### src/rtl/picorv_ram_bridge.sv
// Bridges the PicoRV32 native memory interface onto a single-port synchronous RAM
// with one-cycle read latency and optional programmable wait states.
module picorv_ram_bridge #(
    parameter logic [31:0] BASE_ADDR   = 32'h0000_0000,
    parameter int          DATA_DEPTH  = 512,
    parameter int          WAIT_STATES = 0,
    localparam int         AW          = $clog2(DATA_DEPTH)
) (
    input  logic          clock,
    input  logic          resetn,
    input  logic          mem_valid,
    input  logic [31:0]   mem_addr,
    input  logic [31:0]   mem_wdata,
    input  logic [3:0]    mem_wstrb,
    output logic          mem_ready,
    output logic [31:0]   mem_rdata,
    output logic [AW-1:0] ram_address,
    output logic [3:0]    ram_byteena,
    output logic [31:0]   ram_data,
    output logic          ram_wren,
    input  logic [31:0]   ram_q
);

    typedef enum logic [1:0] {
        ST_IDLE    = 2'd0,
        ST_WAIT    = 2'd1,
        ST_CAPTURE = 2'd2,
        ST_RESP    = 2'd3
    } state_t;

    // Window bounds carry a 33rd bit so a window ending at 4 GiB does not wrap.
    localparam logic [32:0]   WIN_LO   = {1'b0, BASE_ADDR};
    localparam logic [32:0]   WIN_HI   = {1'b0, BASE_ADDR} + (33'(DATA_DEPTH) * 33'd4);
    localparam logic [3:0]    WS_LAST  = (WAIT_STATES > 0) ? 4'(WAIT_STATES - 1) : 4'd0;
    localparam logic [AW-1:0] BASE_IDX = BASE_ADDR[AW+1:2];

    state_t        state_r;
    state_t        state_nx_s;
    logic [3:0]    cnt_r;
    logic [3:0]    cnt_nx_s;
    logic [AW-1:0] idx_r;
    logic [3:0]    wstrb_r;
    logic          mem_ready_r;
    logic [31:0]   mem_rdata_r;
    logic          hit_s;
    logic          accept_s;
    logic          is_write_s;
    logic [AW-1:0] idx_s;

    // Window decode and accept qualification; accept only ever happens in IDLE.
    always_comb begin
        hit_s      = mem_valid && ({1'b0, mem_addr} >= WIN_LO) && ({1'b0, mem_addr} < WIN_HI);
        accept_s   = resetn && (state_r == ST_IDLE) && hit_s;
        is_write_s = (mem_wstrb != 4'b0000);
        idx_s      = mem_addr[AW+1:2] - BASE_IDX;
    end

    // Next-state and wait-counter logic.
    always_comb begin
        state_nx_s = state_r;
        cnt_nx_s   = cnt_r;
        case (state_r)
            ST_IDLE: begin
                if (accept_s) begin
                    if (WAIT_STATES > 0) begin
                        state_nx_s = ST_WAIT;
                        cnt_nx_s   = 4'd0;
                    end else if (is_write_s) begin
                        state_nx_s = ST_RESP;
                    end else begin
                        state_nx_s = ST_CAPTURE;
                    end
                end else begin
                    state_nx_s = ST_IDLE;
                end
            end
            ST_WAIT: begin
                if (cnt_r == WS_LAST) begin
                    state_nx_s = (wstrb_r != 4'b0000) ? ST_RESP : ST_CAPTURE;
                end else begin
                    cnt_nx_s = cnt_r + 4'd1;
                end
            end
            ST_CAPTURE: state_nx_s = ST_RESP;
            ST_RESP:    state_nx_s = ST_IDLE;
            default:    state_nx_s = ST_IDLE;
        endcase
    end

    // State and wait-counter registers.
    always_ff @(posedge clock or negedge resetn) begin
        if (!resetn) begin
            state_r <= ST_IDLE;
            cnt_r   <= 4'd0;
        end else begin
            state_r <= state_nx_s;
            cnt_r   <= cnt_nx_s;
        end
    end

    // Transaction context latched on accept and held until the next accept.
    always_ff @(posedge clock or negedge resetn) begin
        if (!resetn) begin
            idx_r   <= '0;
            wstrb_r <= 4'b0000;
        end else if (accept_s) begin
            idx_r   <= idx_s;
            wstrb_r <= mem_wstrb;
        end else begin
            idx_r   <= idx_r;
            wstrb_r <= wstrb_r;
        end
    end

    // Registered response: ready pulses while in RESP, read data captured in CAPTURE.
    always_ff @(posedge clock or negedge resetn) begin
        if (!resetn) begin
            mem_ready_r <= 1'b0;
            mem_rdata_r <= 32'h0000_0000;
        end else begin
            mem_ready_r <= (state_nx_s == ST_RESP);
            mem_rdata_r <= (state_r == ST_CAPTURE) ? ram_q : mem_rdata_r;
        end
    end

    assign mem_ready   = mem_ready_r;
    assign mem_rdata   = mem_rdata_r;
    assign ram_address = (state_r == ST_IDLE) ? idx_s : idx_r;
    assign ram_wren    = accept_s && is_write_s;
    assign ram_byteena = accept_s ? mem_wstrb : 4'b0000;
    assign ram_data    = mem_wdata;

endmodule
### config.mk
export PLATFORM = sky130hd
export DESIGN_NAME = picorv_ram_bridge
export DESIGN_NICKNAME = d
export VERILOG_FILES = /design/src/rtl/picorv_ram_bridge.sv
export SDC_FILE = /design/constraint.sdc
export NUM_CORES = 1
export LEC_CHECK = 0
export CAP_MARGIN = 20
export CORE_ASPECT_RATIO = 2
export CORE_MARGIN = 1
export CORE_UTILIZATION = 38
export CTS_BUF_LIST = sky130_fd_sc_hd__clkbuf_2 sky130_fd_sc_hd__clkbuf_4 sky130_fd_sc_hd__clkbuf_8
export CTS_CLUSTER_DIAMETER = 120
export DETAILED_ROUTE_END_ITERATION = 8
export PLACE_DENSITY = 0.91
export SLEW_MARGIN = 20
export SYNTH_ARGS = -nofsm -noshare
export SYNTH_HDL_FRONTEND = slang
export SYNTH_SLANG_ARGS = --single-unit
### constraint.sdc
create_clock -name clock -period 2.43 [get_ports clock]
set_input_delay 0.3645 -clock clock [delete_from_list [all_inputs] [get_ports clock]]
set_output_delay 0.3645 -clock clock [all_outputs]
set_load 0.02 [all_outputs]
==> flow_summary.ini, run 1 <==
[outcome]
status = finished clean

[sta]
fmax_mhz = 431.5
rsz0062_at_grt = no
fin_tns_setup_ns = 0
hold_violations = 0
tightest_slew_ns = 0.6417
setup_violations = 0
finalMaxSlewViolations = 0
min_period_ns = 2.317
max_slew_margin = 0.5722
fin_crit_sh = 0.9536
skew_ns = 0.002657
setup_ws_ns = 0.1127
hold_slack_ns = 0.2129

[critical_path]
max_stage_delay_ns = 0.54
cp-end-kind = output port
worstPathRequired_ns = 2.07
path_cells = nor2_4 > buf_4 > mux2_2 > clkdlybuf4s50_1
arrival_ns = 1.95
crit_fanout = 9
crit_family = buffers and inverters
cp_slowest_cell = clkdlybuf4s50_1
cp-start-kind = flop
critPathKind = flop to output port
path_buf_inv = 2

[clock_network]
root_buffer = clkbuf_8
htree_levels = 2
hold_buffers = 0
cts_setup_buffers = 0
cts_tree = yes
numCtsBuffers = 5
clk_latency_ns = 0.30
numClockSinks = 52
cts.clk_slew.worst_paths_ns = 0.09
clockBufferDepth = 2

[synth]
syn_nets = 288
synth.distinct_cells = 29
synth_area_um2 = 2522
seq_area_frac_synth = 0.5159
yosysTopAreaCellShare = 0.5159
async_flop_share = 1.000
synth_warnings = 0
synth_commonest_cells = dfrtp_1 (52), mux2_2 (48), buf_4 (32)
yosys-top-cells-area = dfrtp_1 (52%), mux2_2 (21%), buf_4 (9.5%)
yosysTopAreaCell = dfrtp_1
postSynthCellCount = 183
ys_seq_elements = 52
yosysMostFrequentCell = dfrtp_1
synth_edf_count = 0
syn-mean-instance-area_um2 = 13.78
synth_flop_cell = dfrtp_1

[placed_design]
dp_worst_setup_slack_ns = -0.2461
place_area_um2 = 3548
dp_hpwl_mm = 4.225
portBuffers = 115
place_congestion = 0.7835

[final_layout]
nets = 379
syn_to_final_growth_pct = 43.50
layout-drive-gt1-share = 0.3139
fillers = 593
fin_area_um2 = 3620
n_antenna_cell = 0

[routing]
first_pass_iters = 4
vias_per_cell = 4.661
totalWireLength_mm = 5.392
vias = 1678
drtAntennaViolNets = 0
drtIter0Drc = 22
drc = 0
routedWlPerCell_um = 14.98

[global_routing]
grt_max_degree = 53
overflow = 0
grt_use_total = 0.1649
grt_pass1_wl_mm = 8.335
antenna_found_initial = 0
grt_pass1_vias = 1790

[pwr]
power.leakage_nw = 1.535
p_total_mw = 3.777
vdd_drop_max_mv = 0.5192
power.density_nw_per_um2 = 1044

[run]
cap_viol_max_count = 0

[die]
io_pins = 182
initial_core_util = 0.3965
design.core.area_um2 = 6361
die_y_um = 117.2
dieArea_um2 = 6987
fp-row-count = 41
die_x_um = 59.61

[hold_path]
hold_class = input port to asynchronous set/reset pin
==> path summary, 6_finish.rpt <==
| kind | to | slack, ns | startpoint | cells after the start |
|---|---|---|---|---|
| min in group clock | mem_rdata[21] | 0.51 | mem_rdata[21] | 1 |
| setup reg to reg | state_r[0] | 0.85 | cnt_r[0] | 5 |
| setup / recovery | ram_address[7] | 0.11 | state_r[0] | 4 |
| hold reg to reg | mem_rdata[21] | 0.51 | mem_rdata[21] | 1 |
| hold / removal | cnt_r[0] | 0.21 | resetn | 2 |
| max in group asynchronous | mem_rdata[25] | 1.79 | resetn | 2 |
==> area by class of cell <==
| type | instances | area (um2) | share of cell area |
|---|---|---|---|
| timing repair buffer | 121 | 1166 | 0.3222 |
| tap | 86 | 107.6 | 0.02973 |
| inverter | 2 | 7.507 | 0.002074 |
| multi-input combinational | 92 | 940.9 | 0.2599 |
| sequential | 52 | 1301 | 0.3595 |
| clock buffer | 7 | 96.34 | 0.02662 |
==> kinds of logic after synthesis <==
group                    count (synthesis)  synth area share
AO/OA/AOI/OAI                            3          0.008432
XOR/XNOR                                 2          0.006946
adder cells (fa/ha/maj)                  2          0.009919
buffers and inverters                   39            0.1141
flip-flops                              52            0.5159
multiplexers                            54            0.2500
AND/OR/NAND/NOR                         31           0.09474
==> report_power, final <==
part / internal, mW / switching [mW]
registers: 1.17 / 0.153
clock network: 0.254 / 0.260
logic: 1.09 / 0.851
total: 2.51 / 1.26
==> worst register-to-register path, cell delays in order, from the launching register on <==
cell and delay, ns:
dfrtp_1 0.40, inv_1 0.10, ha_1 0.18, nor3b_1 0.38, nand2_1 0.11, a211o_1 0.31
==> flip-flops by register name, summed over array words and instances, names as in the netlist <==
register and flops:
mem_rdata 32, wstrb_r 4, idx_r 9, mem_ready 1
cnt_r 4, state_r 2
==> layer usage <==
metal	global-route usage	up-vias	routed length, um
li1	-	777	-
met1	0.1580	796	1759
met2	0.3056	77	3032
met3	0.03846	28	374
met4	0.09922	0	224
met5	0	-	0
==> cells in the final DEF, fill, tap and decap left out, types with 2 or more instances in the layout <==
master and n:
nor3_1 3, clkdlybuf4s50_1 109, clkbuf_8 7, inv_1 2
nor2b_1 3, mux2_2 48, dfrtp_1 52, xnor2_1 2
nor4_1 3, and2_2 4, clkbuf_2 5, buf_4 6
nor2_4 2, mux2_4 6, ha_1 2, nand2_1 4
==> per-stage QoR <==
stage / utilization / std cells
finish: 0.5690 / 360
global route: 0.5690 / 360
global placement: 0.5578 / 353
floorplan: - / 183
CTS: 0.5720 / 360
detailed placement: 0.5578 / 353
==> timing repair <==
item	in CTS	in global routing
gates resized for setup	5	11
gates cloned	0	0
setup endpoints to repair	5	5
(Power assumes the default switching activity.)
==> inputs of run 2 (changes only) <==
--- a/config.mk
+++ b/config.mk
@@ -13,6 +13,7 @@
 export CTS_CLUSTER_DIAMETER = 120
 export DETAILED_ROUTE_END_ITERATION = 8
 export PLACE_DENSITY = 0.91
+export SKIP_LAST_GASP = 1
 export SLEW_MARGIN = 20
 export SYNTH_ARGS = -nofsm -noshare
 export SYNTH_HDL_FRONTEND = slang
==> results of run 2 <==
No change in the layout: final DEF, timing and power equal those of run 1.
==> inputs of run 3 (changes only) <==
--- a/config.mk
+++ b/config.mk
@@ -13,6 +13,7 @@
 export CTS_CLUSTER_DIAMETER = 120
 export DETAILED_ROUTE_END_ITERATION = 8
 export PLACE_DENSITY = 0.91
+export SETUP_SLACK_MARGIN = 0.15
 export SKIP_LAST_GASP = 1
 export SLEW_MARGIN = 20
 export SYNTH_ARGS = -nofsm -noshare
==> run 3 against run 2 <==
Compared with the run above:
- clock-buffer cell count is the same
- first-iteration DRC count did not move
- sequential power about the same
- combinational power hardly changed
- global-route usage rose by 0.14 points
- total power fell by 0.93%
- clock skew is essentially flat
- maximum frequency increased by 6.0%
==> flow_summary.ini, run 3 (same netlist as run 1, synthesis figures left out) <==
[clock_network]
numClockSinks = 52
clk_latency_ns = 0.30
htree_levels = 2
hold_buffers = 0
cts_tree = yes
cts.clk_slew.worst_paths_ns = 0.08
root_buffer = clkbuf_8
clockBufferDepth = 2
numCtsBuffers = 5

[pwr]
power.density_nw_per_um2 = 1017
clockPowerShare = 0.137
power.leakage_nw = 1.632
combPwrFrac = 0.510
p_int_mw = 2.479
sw_frac_of_total = 0.3375
p_switching_mw = 1.263
vdd_drop_max_mv = 0.5212
p_seq_frac = 0.352
p_total_mw = 3.742

[critical_path]
timing.rr.start = state_r[0]
crit_fanout = 5
arrival_ns = 1.82
crit_family = simple AND/OR/NAND/NOR gates
cp_slowest_cell = clkdlybuf4s50_1
path_cells = clkdlybuf4s50_1 > nor4b_2 > nand3_2 > nor2_4 > buf_6 > and2_2 > buf_4
crit_start = mem_addr[15]
cp-end-kind = output port
cp-start-kind = input port
critPathKind = input port to output port
worstPathRequired_ns = 2.07
max_stage_delay_ns = 0.43
path_buf_inv = 3

[global_routing]
antenna_found_initial = 0
grt_pass1_vias = 1806
overflow = 0
grt_use_total = 0.1662
grt_max_degree = 53
grt_pass1_wl_mm = 8.397

[sta]
min_period_ns = 2.185
max_slew_margin = 0.5720
setup_ws_ns = 0.2448
hold_violations = 0
skew_ns = 0.002465
fmax_mhz = 457.6
tightest_slew_ns = 0.6421
fin_crit_sh = 0.8993
rsz0062_at_grt = no
setup_violations = 0
finalMaxSlewViolations = 0

[placed_design]
dp_cells = 353
portBuffers = 115
dp_worst_setup_slack_ns = -0.2461
dp_hpwl_mm = 4.225
place_congestion = 0.7835

[final_layout]
n_antenna_cell = 0
stdcell_count = 363
largest_reg_flops = 32
nets = 382
layout-drive-gt1-share = 0.3321
final_common_cell = clkdlybuf4s50_1
layout_common_cells = clkdlybuf4s50_1 (96), dfrtp_1 (52), mux2_2 (48)
syn_to_final_growth_pct = 45.88

[hold_path]
hold_class = input port to asynchronous set/reset pin

[die]
dieArea_um2 = 6987
die_y_um = 117.2
design.core.area_um2 = 6361
die_x_um = 59.61
fp-row-count = 41
initial_core_util = 0.3965
io_pins = 182

[routing]
drc = 0
drtIter0Drc = 22
drtAntennaViolNets = 0
totalWireLength_mm = 5.511
vias_per_cell = 4.689
first_pass_iters = 4
routedWlPerCell_um = 15.18
vias = 1702

[run]
cap_viol_max_count = 0

[outcome]
status = finished clean
==> run 3: cell types whose count changed in the layout (fill, tap and decap cells not counted), sizes merged <==
cell	delta
clkbuf	-5
buf	+7
clkdlybuf4s50	-13
dlymetal6s2s	+4
clkdlybuf4s15	+1
dlygate4sd2	+9
==> run 3: what timing repair did <==
item | in CTS | in global routing
gates resized for setup | 28 | 11
buffers inserted | 2 | 1
pin swaps | 0 | 4
setup endpoints to repair | 14 | 5
==> run 3: worst paths after layout <==
kind | slack [ns] | cells after the start | endpoint
setup / recovery | 0.24 | 7 | ram_byteena[2]
setup reg to reg | 0.73 | 7 | idx_r[8]
hold / removal | 0.21 | 2 | cnt_r[0]
max in group asynchronous | 1.79 | 2 | mem_rdata[25]
min in group clock | 0.51 | 1 | mem_rdata[21]
hold reg to reg | 0.51 | 1 | mem_rdata[21]
==> run 3: cell type report <==
cell class | instances | area, um2
clock buffer | 7 | 96.34
timing repair buffer | 124 | 1200
multi-input combinational | 92 | 967.2
inverter | 2 | 7.507
fill | 588 | 2681
sequential | 52 | 1301
tap | 86 | 107.6
==> run 3: power by group through the flow <==
stage | Clock (mW) | Sequential [mW] | Combinational, mW
CTS | 0.543 | 1.32 | 1.94
finish | 0.513 | 1.32 | 1.91
floorplan | 0 | 1.68 | 0.776
global placement | 0 | 1.32 | 1.94
global route | 0.578 | 1.36 | 2.03
detailed placement | 0 | 1.34 | 1.97
==> run 3: through the flow <==
step,utilization,TNS [ns],hold WS (ns),instance area [um2]
finish,0.5785,0,0.2147,3680
global route,0.5785,0,0.2748,3680
CTS,0.5734,0,0.2384,3647
detailed placement,0.5578,-1.148,0.4931,3548
global placement,0.5578,-1.110,0.4814,3548
floorplan,-,0,0.06891,2522
==> run 3: metal layers <==
layer  wire length, um  vias up  GRT usage
met4               224        0    0.09922
li1                  -      784          -
met1              1784      813     0.1580
met5                 0        -          0
met3               381       28    0.03846
met2              3121       77     0.3101
